**config.mk**
```make
export PLATFORM = sky130hd
export DESIGN_NAME = spram_rd_stream
export DESIGN_NICKNAME = d
export VERILOG_FILES = /design/src/rtl/spram_rd_stream.sv
export SDC_FILE = /design/constraint.sdc
export NUM_CORES = 1
export LEC_CHECK = 0
export CELL_PAD_IN_SITES_DETAIL_PLACEMENT = 0
export CELL_PAD_IN_SITES_GLOBAL_PLACEMENT = 2
export CORE_ASPECT_RATIO = 2
export CORE_MARGIN = 2
export CORE_UTILIZATION = 32
export DETAILED_ROUTE_END_ITERATION = 12
export HOLD_SLACK_MARGIN = 0.02
export PLACE_DENSITY_LB_ADDON = 0.1
export SLEW_MARGIN = 20
export SYNTH_ARGS = -nofsm -noshare
export SYNTH_HDL_FRONTEND = slang
export SYNTH_SLANG_ARGS = --single-unit
```
**constraint.sdc**
```tcl
create_clock -name clk -period 4.06 [get_ports clk]
set_input_delay 0.812 -clock clk [delete_from_list [all_inputs] [get_ports clk]]
set_output_delay 0.812 -clock clk [all_outputs]
set_load 0.03 [all_outputs]
```
**src/rtl/spram_rd_stream.sv**
```systemverilog
// Streaming block reader for the FFT single-port RAM: issues reads, absorbs the
// one-cycle RAM latency and presents words on a valid/ready stream.
// Optional bit-reversed addressing is built only when SPRAM_RD_BITREV_EN is defined.
//
// state | meaning
// IDLE  | waiting for start; len=0 commands complete here
// RUN   | issuing reads while the 2-entry FIFO has credit
// DRAIN | all reads issued; waiting for last word to leave the FIFO
module spram_rd_stream #(
  parameter int DW = 8,
  parameter int AW = 11
) (
  input  logic          clk,
  input  logic          rst,
  input  logic          start,
  input  logic [AW-1:0] base,
  input  logic [AW:0]   len,
  input  logic          bitrev,
  output logic          busy,
  output logic          done,
  output logic [AW-1:0] ram_addr,
  output logic          ram_we,
  input  logic [DW-1:0] ram_q,
  output logic [DW-1:0] m_data,
  output logic          m_valid,
  input  logic          m_ready
);

  typedef enum logic [1:0] {IDLE = 2'd0, RUN = 2'd1, DRAIN = 2'd2} state_t;

  state_t        state_q, state_d;
  logic [AW-1:0] base_q, base_d;
  logic [AW-1:0] ram_addr_q, ram_addr_d;
  logic [AW-1:0] offset;
  logic [AW:0]   len_q, len_d;
  logic [AW:0]   idx_q, idx_d;
  logic          inflight_q, inflight_d;
  logic          done_q, done_d;
  logic [DW-1:0] fifo_q [2];
  logic [DW-1:0] fifo_d [2];
  logic          wr_ptr_q, wr_ptr_d;
  logic          rd_ptr_q, rd_ptr_d;
  logic [1:0]    cnt_q, cnt_d;
  logic          pop;
  logic          issue;
  logic [2:0]    occ;

`ifdef SPRAM_RD_BITREV_EN
  localparam int SW = $clog2(AW + 1);

  logic          brev_q, brev_d, brev_start;
  logic [SW-1:0] shift_q, shift_d, shift_start;
  logic [AW-1:0] idx_rev;

  // Reverse the full AW-bit index, then shift down so only the low k bits remain.
  always_comb begin
    brev_start  = bitrev && (len > (AW+1)'(1)) && ((len & (len - (AW+1)'(1))) == '0);
    shift_start = '0;
    for (int j = 0; j < AW; j++) begin
      if (len[j]) shift_start = SW'(AW - j);
    end
    for (int j = 0; j < AW; j++) begin
      idx_rev[j] = idx_q[AW-1-j];
    end
    offset  = brev_q ? (idx_rev >> shift_q) : idx_q[AW-1:0];
    brev_d  = brev_q;
    shift_d = shift_q;
    if (state_q == IDLE && start) begin
      brev_d  = brev_start;
      shift_d = shift_start;
    end
  end

  always_ff @(posedge clk) begin
    if (rst) begin
      brev_q  <= 1'b0;
      shift_q <= '0;
    end else begin
      brev_q  <= brev_d;
      shift_q <= shift_d;
    end
  end
`else
  logic bitrev_unused;
  assign bitrev_unused = bitrev;
  assign offset        = idx_q[AW-1:0];
`endif

  assign m_valid = (cnt_q != 2'd0);
  assign m_data  = fifo_q[rd_ptr_q];
  assign busy    = (state_q != IDLE);
  assign done    = done_q;
  assign ram_we  = 1'b0;
  assign ram_addr = ram_addr_d;

  always_comb begin
    state_d  = state_q;
    base_d   = base_q;
    len_d    = len_q;
    idx_d    = idx_q;
    done_d   = 1'b0;
    issue    = 1'b0;
    pop      = m_valid && m_ready;
    // Credit: words buffered plus the read still in flight, after this cycle's pop.
    occ      = {1'b0, cnt_q} + {2'b0, inflight_q} - {2'b0, pop};
    case (state_q)
      IDLE: begin
        if (start) begin
          base_d = base;
          len_d  = len;
          idx_d  = '0;
          if (len == '0) done_d = 1'b1;
          else           state_d = RUN;
        end
      end
      RUN: begin
        if (occ < 3'd2) begin
          issue = 1'b1;
          idx_d = idx_q + (AW+1)'(1);
          if (idx_q == len_q - (AW+1)'(1)) state_d = DRAIN;
        end
      end
      DRAIN: begin
        if (!inflight_q && occ == 3'd0) begin
          state_d = IDLE;
          done_d  = 1'b1;
        end
      end
      default: state_d = IDLE;
    endcase

    inflight_d = issue;
    ram_addr_d = issue ? (base_q + offset) : ram_addr_q;

    fifo_d   = fifo_q;
    wr_ptr_d = wr_ptr_q;
    rd_ptr_d = rd_ptr_q;
    if (inflight_q) begin
      fifo_d[wr_ptr_q] = ram_q;
      wr_ptr_d         = ~wr_ptr_q;
    end
    if (pop) rd_ptr_d = ~rd_ptr_q;
    cnt_d = cnt_q + {1'b0, inflight_q} - {1'b0, pop};
  end

  always_ff @(posedge clk) begin
    if (rst) begin
      state_q    <= IDLE;
      base_q     <= '0;
      len_q      <= '0;
      idx_q      <= '0;
      inflight_q <= 1'b0;
      done_q     <= 1'b0;
      ram_addr_q <= '0;
      fifo_q     <= '{default: '0};
      wr_ptr_q   <= 1'b0;
      rd_ptr_q   <= 1'b0;
      cnt_q      <= 2'd0;
    end else begin
      state_q    <= state_d;
      base_q     <= base_d;
      len_q      <= len_d;
      idx_q      <= idx_d;
      inflight_q <= inflight_d;
      done_q     <= done_d;
      ram_addr_q <= ram_addr_d;
      fifo_q     <= fifo_d;
      wr_ptr_q   <= wr_ptr_d;
      rd_ptr_q   <= rd_ptr_d;
      cnt_q      <= cnt_d;
    end
  end

endmodule

```
==> flow_summary.ini <==
[timing]
finalMaxSlewViolations = 0
worst_slew_pin_slew_ps = 669
final_min_period_over_clock_period = 0.970
fmax_mhz = 254
hold_viol = 0
finClkSkew_ps = 8.24
slew_headroom = 0.553
rsz0062_at_grt = no
setup_tns_ps = 0
min_period_ps = 3940
setup_violations = 0

[critical_path]
startpoint = m_ready
r2r_cells = 15
crit_end = ram_addr[8]
cp_max_fo = 6
r2r_end = idx_q[9]
critical_path_arrival_ps = 3130
start_kind = input pin
required_ps = 3250
rrSetupSlack_ps = 980
end_kind = output pin
critical_path_class = input pin to output pin
worstReg2RegStart = cnt_q[1]

[floorplan]
core_um2 = 11700
die_area_um2 = 12800
fp.dieW_um = 81.1
rows = 56
die_y_um = 158
pin_count = 59
start_util = 0.325

[detailed_routing]
totalWireLength_um = 11300
wl_per_cell_um = 16.7
drtPass1Iterations = 5
drtIter0Drc = 107
post-route-drc-count = 0
avgViaCountPerCell = 5.12
ant_nets = 0
routed-via-count = 3479

[synth]
synth_area_leader_cell = dfxtp_1
netlist_area_um2 = 3810
synthTopCellsByCount = 97 x nand2_1, 70 x dfxtp_1, 53 x a21oi_1
synth-seq-cells = 70
synth-edff-count = 0
synth_fp_nets = 524
synth_cells = 472
synth_top_area_frac = 0.368
synthDistinctLibCells = 62
syn_avg_cell_area_um2 = 8.07
async_reset_ff_frac = 0
synth_warnings = 0
synthFlopType = dfxtp_1
synthTopCellsByArea = dfxtp_1 37%, nand2_1 9.6%, a21oi_1 7.0%, ha_1 4.6%, xnor2_1 3.2%
yosysSeqAreaShare = 0.368
yosysMostFrequentCell = nand2_1

[pwr]
p_per_area_nw_per_um2 = 513
ir_drop_mv = 0.288
leakage_nw = 1.91
power_w = 0.00257

[cells_and_area]
fin_cells = 680
num_antenna_cells = 0
regArea_um2 = 1400
multiInputGateArea_um2 = 2290
final_util = 0.427
nets = 582
fill_cells = 1203
synthToLayoutAreaGrowth_pct = 31.3
drive_gt1_frac = 0.146

[clocking]
clkLatencyLatePin_ps = 330
cts_made_buffers = 9
tritoncts = done
path_clk_slew_ps = 60
clock_sinks = 70
cts_max_path_buffers = 2
clockRootBuffer = clkbuf_16
cts.htree.levels = 3

[run_status]
status = finished, final reports clean

[global_routing]
grt_pass1_wl_um = 17300
grt_pass1_vias = 3438
grt_util_all_layers = 0.184
antenna_found_initial = 0
grt_max_degree = 32
grt-ovfl-total = 0

[min_path]
min_path_type = flip-flop to flip-flop
hp-start = fifo_q[5]

[place]
io_buffers = 56
dp_hpwl_um = 8670
place_congestion = 0.832
dp_cells = 659

[flow_run]
cap_violations = 0
==> flip-flops by register name, indices dropped and copies added, names as in the netlist <==
signal,count
base_q,11
cnt_q,2
done,1
fifo_q,16
idx_q,12
inflight_q,1
len_q,12
ram_addr_q,11
rd_ptr_q,1
state_q,2
wr_ptr_q,1
==> layer usage <==
metal	wire, µm	vias to the layer above	share of wire	GRT usage
met5	0	-	0	0
met4	416	0	0.037	0.0969
met3	294	23	0.026	0.0289
met2	6720	66	0.59	0.373
met1	3910	1641	0.34	0.165
li1	-	1749	-	-
==> kinds of logic (layout without fill, tap and decap cells) <==
family / after synthesis / in the layout / share of synthesized area
fa+ha+maj: 16 / 16 / 0.0565
other cells: 1 / 1 / 0.000985
buf+inv: 42 / 105 / 0.0539
simple gates: 199 / 199 / 0.254
flops: 70 / 70 / 0.368
xor+xnor: 28 / 28 / 0.0644
mux: 11 / 11 / 0.0319
compound gates: 105 / 105 / 0.171
==> critical path: stages <==
cell and delay (ps):
clkdlybuf4s15_1 160, and2_4 150, ha_4 250, inv_2 30, ha_4 140, fa_2 360
xnor2_2 160, nor2_2 150, nand2_4 110, or4b_4 580, nand3_4 90, buf_12 120
==> through the flow <==
step                hold WS, ps  setup slack [ps]  area, µm²
finish                      455               123       5000
global route                474              35.3       5000
CTS                         456              59.4       4910
detailed placement          448              -260       4490
global placement            439              -244       4490
floorplan                   433             -78.3       3810
==> cell usage in the layout (no fill, tap or decap), types with 3 or more instances in the layout <==
master and instances:
nor4_1 5, a21o_1 3, clkdlybuf4s50_1 43, nor3_1 5, and2_1 10, xor2_1 14
nand2b_1 10, mux2_2 9, nor2_1 23, a21oi_1 53, nor2b_1 5, or3_1 4
ha_1 12, clkbuf_16 10, inv_1 14, o21ai_0 16, o31ai_1 3, nand4_1 4
nand2_1 96, buf_4 23, nand3_1 12, buf_12 4, xnor2_1 13, a31oi_1 6
and3_1 3, dfxtp_1 70
==> final cells by class <==
| class | count | share of cell area |
|---|---|---|
| multi-input cells | 360 | 0.458 |
| clock inverters | 5 | 0.0163 |
| inverters | 15 | 0.0113 |
| well taps | 145 | 0.0363 |
| clock buffers | 11 | 0.0506 |
| flip-flops and latches | 70 | 0.280 |
| repair buffers | 74 | 0.147 |
==> worst min-delay path by stage <==
stage / endpoint / slack (ps) / cells after the start
floorplan: fifo_q[0] / 430 / 2
global placement: fifo_q[11] / 440 / 2
detailed placement: fifo_q[4] / 450 / 2
CTS: fifo_q[5] / 460 / 2
global route: fifo_q[6] / 470 / 2
finish: fifo_q[5] / 450 / 2
==> where the power goes <==
| group | switching, W | leakage (nW) | internal (W) |
|---|---|---|---|
| sequential | 0.0000636 | 0.569 | 0.000744 |
| clock | 0.000309 | 0.162 | 0.000571 |
| combinational | 0.000446 | 1.18 | 0.000432 |
| total | 0.000819 | 1.91 | 0.00175 |
==> repair_timing <==
item	CTS	global route
gates cloned	0	1
resized for setup	17	6
buffers inserted	0	4
pin swaps	4	5
endpoints found under the setup margin	10	2
endpoints found under the hold margin	0	0
hold buffers	0	0
Note: power is estimated with default switching activity, not from simulation.
